<file path="src/rtl/fetch_pkg.sv">
// rtl/fetch_pkg.sv - shared state encoding and default widths for the fetch sequencer
package fetch_pkg;

    localparam int unsigned DWIDTH_DEF  = 16;
    localparam int unsigned AWIDTH_DEF  = 8;
    localparam int unsigned TIMEOUT_DEF = 15;

    typedef enum logic [1:0] {
        IDLE  = 2'd0,
        FETCH = 2'd1,
        HOLD  = 2'd2,
        ERR   = 2'd3
    } fetch_state_t;

endpackage

</file>
<file path="src/rtl/fetch_seq_if.sv">
// rtl/fetch_seq_if.sv - fetch sequencer signal bundle: memory req/ack, IR load, decode valid/ready, redirect
interface fetch_seq_if
    import fetch_pkg::*;
#(
    parameter int unsigned AWIDTH = AWIDTH_DEF,
    parameter int unsigned DWIDTH = DWIDTH_DEF
) ();

    logic              run;
    logic              mem_req;
    logic [AWIDTH-1:0] mem_addr;
    logic              mem_ack;
    logic [DWIDTH-1:0] mem_rdata;
    logic              ir_ld;
    logic [DWIDTH-1:0] ir_din;
    logic              dec_valid;
    logic              dec_ready;
    logic              redirect;
    logic [AWIDTH-1:0] redirect_pc;
    logic [AWIDTH-1:0] pc;
    logic              fetch_err;

    modport master (
        input  run,
        input  mem_ack,
        input  mem_rdata,
        input  dec_ready,
        input  redirect,
        input  redirect_pc,
        output mem_req,
        output mem_addr,
        output ir_ld,
        output ir_din,
        output dec_valid,
        output pc,
        output fetch_err
    );

    modport slave (
        output run,
        output mem_ack,
        output mem_rdata,
        output dec_ready,
        output redirect,
        output redirect_pc,
        input  mem_req,
        input  mem_addr,
        input  ir_ld,
        input  ir_din,
        input  dec_valid,
        input  pc,
        input  fetch_err
    );

endinterface

</file>
<file path="src/rtl/fetch_wdog.sv">
// rtl/fetch_wdog.sv - wait-cycle counter for an outstanding fetch; expires on the TIMEOUT-th unacked cycle
module fetch_wdog #(
    parameter int unsigned TIMEOUT = 15
) (
    input  logic clk,
    input  logic rst_n,
    input  logic clr_i,
    input  logic en_i,
    output logic expire_o
);

    localparam int unsigned CW = (TIMEOUT < 2) ? 1 : $clog2(TIMEOUT + 1);

    logic [CW-1:0] cnt_q;
    logic [CW-1:0] cnt_d;

    always_comb begin
        cnt_d = cnt_q;
        if (clr_i) begin
            cnt_d = '0;
        end else if (en_i) begin
            cnt_d = cnt_q + 1'b1;
        end
    end

    always_ff @(posedge clk or negedge rst_n) begin
        if (!rst_n) begin
            cnt_q <= '0;
        end else begin
            cnt_q <= cnt_d;
        end
    end

    // Fires in the cycle whose increment would bring the count to TIMEOUT.
    assign expire_o = en_i && !clr_i && (cnt_q == CW'(TIMEOUT - 1));

endmodule

</file>
<file path="src/rtl/fetch_seq.sv">
// rtl/fetch_seq.sv - instruction-fetch sequencer (PC, memory req/ack, IR load, decode handshake)
// Optional fetch timeout with sticky error and ERR state under FETCH_TIMEOUT_EN.
module fetch_seq
    import fetch_pkg::*;
#(
    parameter int unsigned       DWIDTH   = DWIDTH_DEF,
    parameter int unsigned       AWIDTH   = AWIDTH_DEF,
    parameter logic [AWIDTH-1:0] RESET_PC = '0
`ifdef FETCH_TIMEOUT_EN
    ,
    parameter int unsigned       TIMEOUT  = TIMEOUT_DEF
`endif
) (
    input  logic        clk,
    input  logic        rst_n,
    fetch_seq_if.master bus
);

    fetch_state_t      state_q;
    fetch_state_t      state_d;
    logic [AWIDTH-1:0] pc_q;
    logic [AWIDTH-1:0] pc_d;
    logic [AWIDTH-1:0] req_addr_q;
    logic [AWIDTH-1:0] req_addr_d;
    logic              discard_q;
    logic              discard_d;
    logic [AWIDTH-1:0] redir_addr;
    logic [DWIDTH-1:0] ir_data;
    logic              in_fetch;
    logic              expire;

    assign in_fetch   = (state_q == FETCH);
    assign redir_addr = bus.redirect ? bus.redirect_pc : pc_q;

`ifdef FETCH_TIMEOUT_EN
    logic err_q;
    logic wd_en;

    // Counts only unacked FETCH cycles; any other cycle restarts the count.
    assign wd_en = in_fetch && !bus.mem_ack;

    fetch_wdog #(
        .TIMEOUT (TIMEOUT)
    ) u_wdog (
        .clk      (clk),
        .rst_n    (rst_n),
        .clr_i    (!wd_en),
        .en_i     (wd_en),
        .expire_o (expire)
    );

    always_ff @(posedge clk or negedge rst_n) begin
        if (!rst_n) begin
            err_q <= 1'b0;
        end else if (expire) begin
            err_q <= 1'b1;
        end
    end

    assign bus.fetch_err = err_q;
`else
    assign expire        = 1'b0;
    assign bus.fetch_err = 1'b0;
`endif

    always_comb begin
        state_d    = state_q;
        pc_d       = pc_q;
        req_addr_d = req_addr_q;
        discard_d  = discard_q;
        case (state_q)
            IDLE: begin
                if (bus.redirect) begin
                    pc_d = bus.redirect_pc;
                end
                if (bus.run) begin
                    req_addr_d = redir_addr;
                    state_d    = FETCH;
                end
            end
            FETCH: begin
                if (bus.mem_ack) begin
                    if (discard_q || bus.redirect) begin
                        // Stale or redirected data: drop it and reissue at the live address.
                        discard_d = 1'b0;
                        pc_d      = redir_addr;
                        if (bus.run) begin
                            req_addr_d = redir_addr;
                        end else begin
                            state_d = IDLE;
                        end
                    end else begin
                        pc_d    = req_addr_q + 1'b1;
                        state_d = HOLD;
                    end
                end else begin
                    if (bus.redirect) begin
                        pc_d      = bus.redirect_pc;
                        discard_d = 1'b1;
                    end
                    if (expire) begin
                        state_d = ERR;
                    end
                end
            end
            HOLD: begin
                if (bus.redirect) begin
                    pc_d = bus.redirect_pc;
                    if (bus.run) begin
                        req_addr_d = bus.redirect_pc;
                        state_d    = FETCH;
                    end else begin
                        state_d = IDLE;
                    end
                end else if (bus.dec_ready) begin
                    if (bus.run) begin
                        req_addr_d = pc_q;
                        state_d    = FETCH;
                    end else begin
                        state_d = IDLE;
                    end
                end
            end
            default: begin
                state_d = state_q;
            end
        endcase
    end

    always_ff @(posedge clk or negedge rst_n) begin
        if (!rst_n) begin
            state_q    <= IDLE;
            pc_q       <= RESET_PC;
            req_addr_q <= RESET_PC;
            discard_q  <= 1'b0;
        end else begin
            state_q    <= state_d;
            pc_q       <= pc_d;
            req_addr_q <= req_addr_d;
            discard_q  <= discard_d;
        end
    end

    assign ir_data       = bus.mem_rdata;
    assign bus.ir_din    = ir_data;
    assign bus.mem_req   = in_fetch;
    assign bus.mem_addr  = req_addr_q;
    assign bus.ir_ld     = in_fetch && bus.mem_ack && !discard_q && !bus.redirect;
    assign bus.dec_valid = (state_q == HOLD);
    assign bus.pc        = pc_q;

endmodule

</file>
<file path="src/flat_wrapper.sv">
// flat-port wrapper written by rule: the top's interface ports become plain ports
module fetch_seq_flat import fetch_pkg::*;
#(
    parameter int unsigned       DWIDTH   = DWIDTH_DEF,
    parameter int unsigned       AWIDTH   = AWIDTH_DEF,
    parameter logic [AWIDTH-1:0] RESET_PC = '0

)
  (clk, rst_n, bus_run, bus_mem_ack, bus_mem_rdata, bus_dec_ready, bus_redirect, bus_redirect_pc, bus_mem_req, bus_mem_addr, bus_ir_ld, bus_ir_din, bus_dec_valid, bus_pc, bus_fetch_err);
  fetch_seq_if #(.AWIDTH(AWIDTH), .DWIDTH(DWIDTH)) bus_i ();
  input  logic clk;
  input  logic rst_n;
  input wire logic [$bits(bus_i.run)-1:0] bus_run;
  input wire logic [$bits(bus_i.mem_ack)-1:0] bus_mem_ack;
  input wire logic [$bits(bus_i.mem_rdata)-1:0] bus_mem_rdata;
  input wire logic [$bits(bus_i.dec_ready)-1:0] bus_dec_ready;
  input wire logic [$bits(bus_i.redirect)-1:0] bus_redirect;
  input wire logic [$bits(bus_i.redirect_pc)-1:0] bus_redirect_pc;
  output wire logic [$bits(bus_i.mem_req)-1:0] bus_mem_req;
  output wire logic [$bits(bus_i.mem_addr)-1:0] bus_mem_addr;
  output wire logic [$bits(bus_i.ir_ld)-1:0] bus_ir_ld;
  output wire logic [$bits(bus_i.ir_din)-1:0] bus_ir_din;
  output wire logic [$bits(bus_i.dec_valid)-1:0] bus_dec_valid;
  output wire logic [$bits(bus_i.pc)-1:0] bus_pc;
  output wire logic [$bits(bus_i.fetch_err)-1:0] bus_fetch_err;
  assign bus_i.run = bus_run;
  assign bus_i.mem_ack = bus_mem_ack;
  assign bus_i.mem_rdata = bus_mem_rdata;
  assign bus_i.dec_ready = bus_dec_ready;
  assign bus_i.redirect = bus_redirect;
  assign bus_i.redirect_pc = bus_redirect_pc;
  assign bus_mem_req = bus_i.mem_req;
  assign bus_mem_addr = bus_i.mem_addr;
  assign bus_ir_ld = bus_i.ir_ld;
  assign bus_ir_din = bus_i.ir_din;
  assign bus_dec_valid = bus_i.dec_valid;
  assign bus_pc = bus_i.pc;
  assign bus_fetch_err = bus_i.fetch_err;
  fetch_seq #(.DWIDTH(DWIDTH), .AWIDTH(AWIDTH), .RESET_PC(RESET_PC)) u_core (.clk(clk), .rst_n(rst_n), .bus(bus_i));
endmodule
</file>
<file path="config.mk">
export PLATFORM = sky130hd
export DESIGN_NAME = fetch_seq_flat
export DESIGN_NICKNAME = d
export VERILOG_FILES = /design/src/rtl/fetch_pkg.sv /design/src/rtl/fetch_seq_if.sv /design/src/rtl/fetch_wdog.sv /design/src/rtl/fetch_seq.sv /design/src/flat_wrapper.sv
export SDC_FILE = /design/constraint.sdc
export NUM_CORES = 1
export LEC_CHECK = 0
export ABC_AREA = 0
export CAP_MARGIN = 10
export CORE_MARGIN = 2
export CORE_UTILIZATION = 40
export CTS_CLUSTER_DIAMETER = 200
export DETAILED_ROUTE_END_ITERATION = 8
export PLACE_DENSITY = 0.87
export SETUP_SLACK_MARGIN = 0.5
export SYNTH_ARGS = -nofsm -noshare
export SYNTH_HDL_FRONTEND = slang
export SYNTH_SLANG_ARGS = --single-unit
</file>
<file path="constraint.sdc">
create_clock -name clk -period 2.31 [get_ports clk]
set_input_delay 0.462 -clock clk [delete_from_list [all_inputs] [get_ports clk]]
set_output_delay 0.462 -clock clk [all_outputs]
set_load 0.02 [all_outputs]
</file>
==> results.py <==
metrics = {
    "placed_design": {
        "hpwlAfterDp_um": 2110,
        "dp.cells": 199,
        "gp_congestion": 0.759,
        "io_buffers": 32,
        "dpl_cell_area_um2": 1580,
        "pre_cts_slack_ns": 0.0779,
    },
    "floorplan": {
        "die_area_um2": 3720,
        "start_util_pct": 42.2,
        "fp.coreArea_um2": 3080,
        "io_pins": 66,
        "die_x_um": 61.0,
        "core.rowCount": 20,
        "die_y_um": 61.0,
    },
    "detailed_routing": {
        "first_pass_iters": 4,
        "viasPerCell": 5.21,
        "vias": 1100,
        "drc_errors": 0,
        "antenna_left": 0,
        "finalWirelength_um": 3180,
        "drtIter0Drc": 33,
        "wl_per_cell_um": 15.1,
    },
    "clocking": {
        "clk_pin_slew_ns": 0.11,
        "insertion_delay_ns": 0.29,
        "cts_buffer_depth": 2,
        "cts_tree": "built",
        "cts_hold_buf": 0,
        "cts_buffers": 3,
        "clock-sinks": 19,
        "root_buffer": "clkbuf_4",
        "htree_levels": 1,
    },
    "global_route": {
        "grt_pass1_vias": 1053,
        "grt_max_degree": 21,
        "antenna_found_initial": 0,
        "grt_pass1_wl_um": 4730,
        "track_usage_pct": 17.2,
        "grt-ovfl-total": 0,
    },
    "finish": {
        "final_common_cell": "dfrtp_1",
        "layout.nets": 203,
        "area_growth_syn_to_layout_pct": 34.8,
        "drive_gt1_share_pct": 25.7,
        "layout_common_cells": "dfrtp_1 (19), clkdlybuf4s50_1 (16), nand2_1 (13), buf_4 (12)",
        "final_cells": 211,
        "antenna_cells": 0,
        "n_fill_cell": 270,
        "post-route-util_pct": 57.0,
        "final_area_um2": 1750,
    },
    "logic_synthesis": {
        "yosysTopAreaCell": "dfrtp_1",
        "async_flop_share_pct": 100,
        "synth_area_leaders": "dfrtp_1 (37%), mux2_2 (10%), buf_4 (9.8%)",
        "synth_warnings": 0,
        "synth_top_area_share_pct": 36.6,
        "ys_seq_area_share_pct": 36.6,
        "synth_cells": 138,
        "ys_ff_latch": 19,
        "postSynthAreaPerCell_um2": 9.42,
        "synth_cell_type_count": 35,
        "synth_area_um2": 1300,
        "synth_edf_count": 0,
        "synth_ff_type": "dfrtp_1",
        "synth_nets": 173,
    },
    "worst_setup_path": {
        "crit_family": "buffers and inverters",
        "startpoint_type": "primary input",
        "crit_path_end_kind": "flip-flop",
        "crit_buf_inv": 3,
        "critPathMaxFanout": 8,
        "slowest_delay_ns": 0.48,
        "cp_data_arrival_time_ns": 2.00,
        "crit_chain": "clkdlybuf4s50_1 -> buf_4 -> o32ai_4 -> a2111oi_4 -> buf_6 -> mux2_4",
        "worstPathRequired_ns": 2.49,
        "slowest_stage": "clkdlybuf4s50_1",
        "path_class": "primary input to flip-flop",
    },
    "sta": {
        "rsz0062_at_grt": "yes",
        "whs_ns": 0.489,
        "hold_viol": 0,
        "max_slew_margin_pct": 64.7,
        "drv_slew": 0,
        "skew_ns": 0.00429,
        "clock.fmax_mhz": 551,
        "period_needed_ns": 1.82,
        "finalSetupViolations": 0,
        "final.setup.worst_slack_ns": 0.495,
        "post-route-period-util_pct": 78.6,
        "tightest_slew_ns": 0.528,
        "tns_ns": 0,
    },
    "min_path": {
        "min_path_type": "primary input to asynchronous set/reset pin",
    },
    "job": {
        "drv_cap": 0,
    },
    "power": {
        "power_density_nw_per_um2": 1210,
        "peakVddDrop_uv": 492,
        "power_mw": 2.12,
        "p_leak_nw": 0.810,
    },
    "run_status": {
        "status": "finished, final reports clean",
    },
}
## cell type report
type / count / area, µm² / area share, %
clock buffer: 4 / 26.3 / 1.50
tap: 44 / 55.1 / 3.14
multi-input combinational: 88 / 722 / 41.2
inverter: 10 / 40.0 / 2.28
sequential: 19 / 475 / 27.1
timing repair buffer: 46 / 434 / 24.8
## sequential cells by signal, indices dropped and copies added (netlist names)
signal and cells:
u_core.discard_q 1, u_core.bus.pc 8, u_core.bus.mem_addr 8, u_core.state_q 2
## metal layers
metal / routed length (µm) / global-route usage, % / up-vias
met5: 0 / 0 / -
met4: 12 / 5.59 / 0
met3: 180 / 3.36 / 4
met2: 1560 / 27.3 / 35
met1: 1430 / 23.6 / 547
li1: - / - / 514
## what timing repair did
action	in CTS	in global routing
setup endpoints to repair	19	20
resized for setup	27	17
cloned	0	0
buffers inserted	2	6
pin swaps	2	4
## cell families after synthesis
logic type,share of synthesized area [%]
muxes,11.9
buffers and inverters,14.4
adders and majority gates,4.81
and+or+nand+nor,12.8
AOI/OAI and AO/OA,15.8
other,0.288
DFF,36.6
xor gates and xnor gates,3.37
## cell usage after synthesis (5+ instances only)
cell     count
buf_4       17
nand3_1      5
nor2_1       6
nand2_1     13
dfrtp_1     19
mux2_2      12
ha_1         5
inv_1        9
o21ai_0      8
a21oi_1      8
## final timing paths
| kind | from | end | slack [ns] | cells past startpoint |
|---|---|---|---|---|
| max | bus_mem_ack | u_core.bus.mem_addr[7]$_DFFE_PN0P_ | 0.49 | 6 |
| min | rst_n | u_core.bus.pc[2]$_DFFE_PN0N_ | 0.49 | 2 |
| max reg2reg | u_core.state_q[1]$_DFFE_PN0P_ | u_core.bus.mem_addr[7]$_DFFE_PN0P_ | 0.51 | 7 |
| max in group asynchronous | rst_n | u_core.bus.mem_addr[4]$_DFFE_PN0P_ | 1.62 | 2 |
| min in group clk | u_core.bus.pc[1]$_DFFE_PN0N_ | u_core.bus.pc[1]$_DFFE_PN0N_ | 0.53 | 2 |
| min reg2reg | u_core.bus.pc[1]$_DFFE_PN0N_ | u_core.bus.pc[1]$_DFFE_PN0N_ | 0.53 | 2 |
## power breakdown
| group | internal [mW] | leakage [nW] | switching, mW |
|---|---|---|---|
| clock | 0.0671 | 0.0150 | 0.0991 |
| sequential | 0.487 | 0.226 | 0.186 |
| combinational | 0.658 | 0.569 | 0.623 |
Power figures use the tool's default switching activity.
==> RTL edit 1: new RTL, config.mk and constraints unchanged <==
Change the package constant `AWIDTH_DEF` from 8 to 12.
--- a/src/rtl/fetch_pkg.sv
+++ b/src/rtl/fetch_pkg.sv
@@ -4,3 +4,3 @@
     localparam int unsigned DWIDTH_DEF  = 16;
-    localparam int unsigned AWIDTH_DEF  = 8;
+    localparam int unsigned AWIDTH_DEF  = 12;
     localparam int unsigned TIMEOUT_DEF = 15;
Ports: changed (resized bus_mem_addr, bus_pc and bus_redirect_pc); port bits go from 66 to 78. No check against the original RTL was run, so the function may have changed too.
==> RTL edit 1 against the unedited design <==
Count of clock-buffer cells in the layout stayed put; design area increased by 35%; synthesized area grew 37%; worst setup slack gained 0.0099 ns; routed wire length grew 39%; power grew 41%; combinational power up 37%; sequential cell count grew 8; critical path type is now reg2out; largest cell class unchanged; highest routed layer unchanged.
==> RTL edit 1: results (changes against the unedited design) <==
* Worst-path clk slew at 0.09 ns (was 0.11 ns)
* Sequential power at 952 µW (was 673 µW)
* Clock Skews at 0.003494 ns (was 0.004291 ns)
* First-pass GRT wire length at 6.713 mm (was 4.733 mm)
* Top post-synthesis cells by area: dfrtp_1 (38%), buf_4 (7.6%), mux2_4 (6.8%) (was dfrtp_1 (37%), mux2_2 (10%), buf_4 (9.8%))
* Outcome: finished, final reports clean (unchanged)
* Vias at 1454 (was 1100)
* Via density at 5.508 (was 5.213)
* Switching pwr at 1.270 mW (was 908.4 µW)
* Synthesized Nets at 210 (was 173)
* P_leak at 1.021 nW (was 0.8097 nW)
* Initial DRC Count at 103 (was 33)
* Root buffer cell: clkbuf_8 (was clkbuf_4)
* Port Buf Inserts at 44 (was 32)
* Peak VDD IR at 0.0005794 V (was 0.0004924 V)
* Post-synthesis xor/xnor area fraction at 4.440% (was 3.369%)
* Synth Area in Compound Gates at 11.28% (was 15.78%)
* GP Congestion at 0.8127 (was 0.7592)
* Cell Area, Placed at 0.002163 mm² (was 0.001575 mm²)
* HP Class: reg2reg (was in2async)
* Mux cell area share after synthesis at 16.49% (was 11.93%)
* Final wirelength at 4.432 mm (was 3.183 mm)
* Mapped Area at 0.001775 mm² (was 0.001300 mm²)
* Dpl ws at 0.07402 ns (was 0.07789 ns)
* Mapped Cells at 171 (was 138)
* Arrival time at the worst endpoint at 1.34 ns (was 2.00 ns)
* Netlist cell types at 41 (was 35)
* Final-layout fill cell count at 375 (was 270)
* Post-synth top cells: dfrtp_1 (27), buf_4 (18), nand2_1 (11), inv_1 (10), mux2_2 (10) (was dfrtp_1 (19), buf_4 (17), nand2_1 (13), mux2_2 (12), inv_1 (9))
* Largest net degree at the start of global routing at 28 (was 21)
* Vias in the first global route at 1353 (was 1053)
* Post-Synth Adder-Cell Area at 3.524% (was 4.812%)
* # nets final at 252 (was 203)
* PwrDens at 1262 mW/mm² (was 1210 mW/mm²)
* Placed insts at 249 (was 199)
## RTL edit 1: layout make-up
cell class                      instances  area, µm²  area share [%]
Inverter                               10      37.54           1.588
Timing Repair Buffer                   60      570.5           24.14
Clock buffer                            4      45.04           1.906
Tap cell                               52      65.06           2.753
Multi-Input combinational cell        111      969.7           41.03
Sequential cell                        27      675.6           28.59
## RTL edit 1: per-layer routing
layer  global-route usage, %  vias to the layer above  wire, µm
met2                   27.99                       46      2111
met1                   21.77                      735      1990
li1                        -                      665         -
met4                   5.031                        0        50
met5                       0                        -         0
met3                   4.274                        8       281
## RTL edit 1: cells by family (layout without fill, tap and decap cells)
kind of cell / Yosys count / count (layout)
AOI/OAI and AO/OA: 31 / 31
xor gates and xnor gates: 9 / 9
adders and majority gates: 5 / 5
buffers and inverters: 33 / 74
DFF: 27 / 27
muxes: 24 / 24
other: 1 / 1
and+or+nand+nor: 41 / 41
## RTL edit 1: worst paths after layout
| check | cells past startpoint | end | slack [ns] | from |
|---|---|---|---|---|
| setup / recovery | 4 | bus_ir_ld | 0.50 | u_core.state_q[1] |
| min in group asynchronous | 2 | u_core.bus.mem_addr[4] | 0.56 | rst_n |
| max in group asynchronous | 2 | u_core.bus.pc[0] | 1.48 | rst_n |
| setup reg to reg | 7 | u_core.bus.pc[2] | 0.53 | u_core.state_q[1] |
| hold / removal | 2 | u_core.bus.pc[1] | 0.52 | u_core.bus.pc[1] |
| hold reg to reg | 2 | u_core.bus.pc[1] | 0.52 | u_core.bus.pc[1] |
## RTL edit 1: critical path, stage by stage, from the launching register on
cell	delay, ns
dfrtp_1	0.43
inv_2	0.13
ha_4	0.20
and3_4	0.19
buf_6	0.11
## RTL edit 1: repair_timing
item | CTS | global route
setup endpoints to repair | 23 | 28
setup buffers | 5 | 6
resized for setup | 26 | 16
pin swaps | 3 | 4
==> RTL edit 2: new RTL, same settings <==
Without the edit above. The 4 states of `fetch_state_t` get a Gray code encoding in 2 bits.
--- a/src/rtl/fetch_pkg.sv
+++ b/src/rtl/fetch_pkg.sv
@@ -8,6 +8,6 @@
     typedef enum logic [1:0] {
-        IDLE  = 2'd0,
-        FETCH = 2'd1,
-        HOLD  = 2'd2,
-        ERR   = 2'd3
+        IDLE  = 2'b00,
+        FETCH = 2'b01,
+        HOLD  = 2'b11,
+        ERR   = 2'b10
     } fetch_state_t;
Check against the original RTL: no difference found for any inputs over 10 cycles, from zero or initial values and one cycle with rst_n low; not proved beyond that.
==> RTL edit 2 against the unedited design <==
Design area down 6.4%; synthesized area is 1.7% lower; routed wire length shrank 6.6%; synthesized cell count increased by 0.72%; worst setup slack got worse by 0.013 ns; first-iteration DRC count is 100% higher; sequential cell count did not move; critical endpoint is now bus_ir_ld.
Power is left out: it rests on default switching activity, and per cell area and clock period it moved more than threefold.
==> RTL edit 2: results (changes against the unedited design) <==
* Vias at 1090 (was 1100)
* Worst Setup End Kind: output pin (was flip-flop)
* Fin crit period at 1.828 ns (was 1.815 ns)
* Multi-input gates at 94 (was 88)
* Worst-path fanout max at 4 (was 8)
* Post-synth top cells: dfrtp_1 (19), buf_4 (18), nor2_1 (14), a21oi_1 (12), mux2i_1 (7) (was dfrtp_1 (19), buf_4 (17), nand2_1 (13), mux2_2 (12), inv_1 (9))
* Dpl ws at 0.003474 ns (was 0.07789 ns)
* Vias in the first global route at 1011 (was 1053)
* Clock Skews at 0.01495 ns (was 0.004291 ns)
* Signal buf overhead at 25.30% (was 24.77%)
* Mapped Cells at 139 (was 138)
* Clock buffer count at 3 (was 4)
* Wire per inst at 14.50 µm (was 15.09 µm)
* Critical Path Sink: bus_ir_ld (was u_core.bus.mem_addr[7])
* Largest net degree at the start of global routing at 20 (was 21)
* First-pass GRT wire length at 4.526 mm (was 4.733 mm)
* GRT Overall Usage at 16.27% (was 17.16%)
* Non-clock buffer count at 39 (was 46)
* Netlist cell types at 36 (was 35)
* Layout cells sized above 1 at 13.66% (was 25.75%)
* Final wirelength at 2.973 mm (was 3.183 mm)
* GP Congestion at 0.8160 (was 0.7592)
* ClkCell Share at 1.677% (was 1.499%)
* Reg-to-Reg End: u_core.bus.mem_addr[3] (was u_core.bus.mem_addr[7])
* Chip width at 60.51 µm (was 61.01 µm)
* Multi-input combinational area share at 39.33% (was 41.18%)
* Synthesized Nets at 174 (was 173)
* Cell Area, Placed at 0.001556 mm² (was 0.001575 mm²)
* Register area share after synthesis at 37.22% (was 36.57%)
* Invs w/o clock at 5 (was 10)
* Final core utilization at 53.77% (was 56.95%)
* Arrival time at the worst endpoint at 1.37 ns (was 2.00 ns)
* Final-layout fill cell count at 286 (was 270)
* Crit path from: u_core.state_q[0] (was bus_mem_ack)
* Outcome: finished, final reports clean (unchanged)
* Initial DRC Count at 67 (was 33)
* H-tree levels at 1 (unchanged)
* Reg-to-reg slack, setup at 0.56 ns (was 0.51 ns)
* Top post-synthesis cells by area: dfrtp_1 (37%), buf_4 (11%), mux2i_1 (5.5%) (was dfrtp_1 (37%), mux2_2 (10%), buf_4 (9.8%))
[RTL edit 2: repair_timing]
action | CTS | global route
hold buffers | 0 | 0
cloned | 1 | 0
buffers inserted | 0 | 1
pin swaps | 1 | 0
resized for setup | 18 | 15
endpoints found under the setup margin | 18 | 15
[RTL edit 2: worst max-delay path: stages (launching register included)]
cell and delay [ns]:
dfrtp_1 0.44, ha_1 0.23, and4bb_2 0.25, buf_4 0.16
[RTL edit 2: cells by family after synthesis]
logic type,after synthesis,share of synthesized area (%)
XOR/XNOR,6,4.114
multiplexers,7,5.485
other,1,0.2935
flip-flops,19,37.22
buffers and inverters,26,12.93
AND/OR/NAND/NOR,38,15.18
adder cells (fa/ha/maj),5,4.897
AO/OA/AOI/OAI,37,19.88
[RTL edit 2: layer usage]
metal  up-vias  wire (µm)  global-route usage [%]
met5         -          0                       0
met4         0         38                   5.901
met1       516       1359                   22.13
met2        44       1397                   26.40
met3         4        178                   2.559
li1        526          -                       -
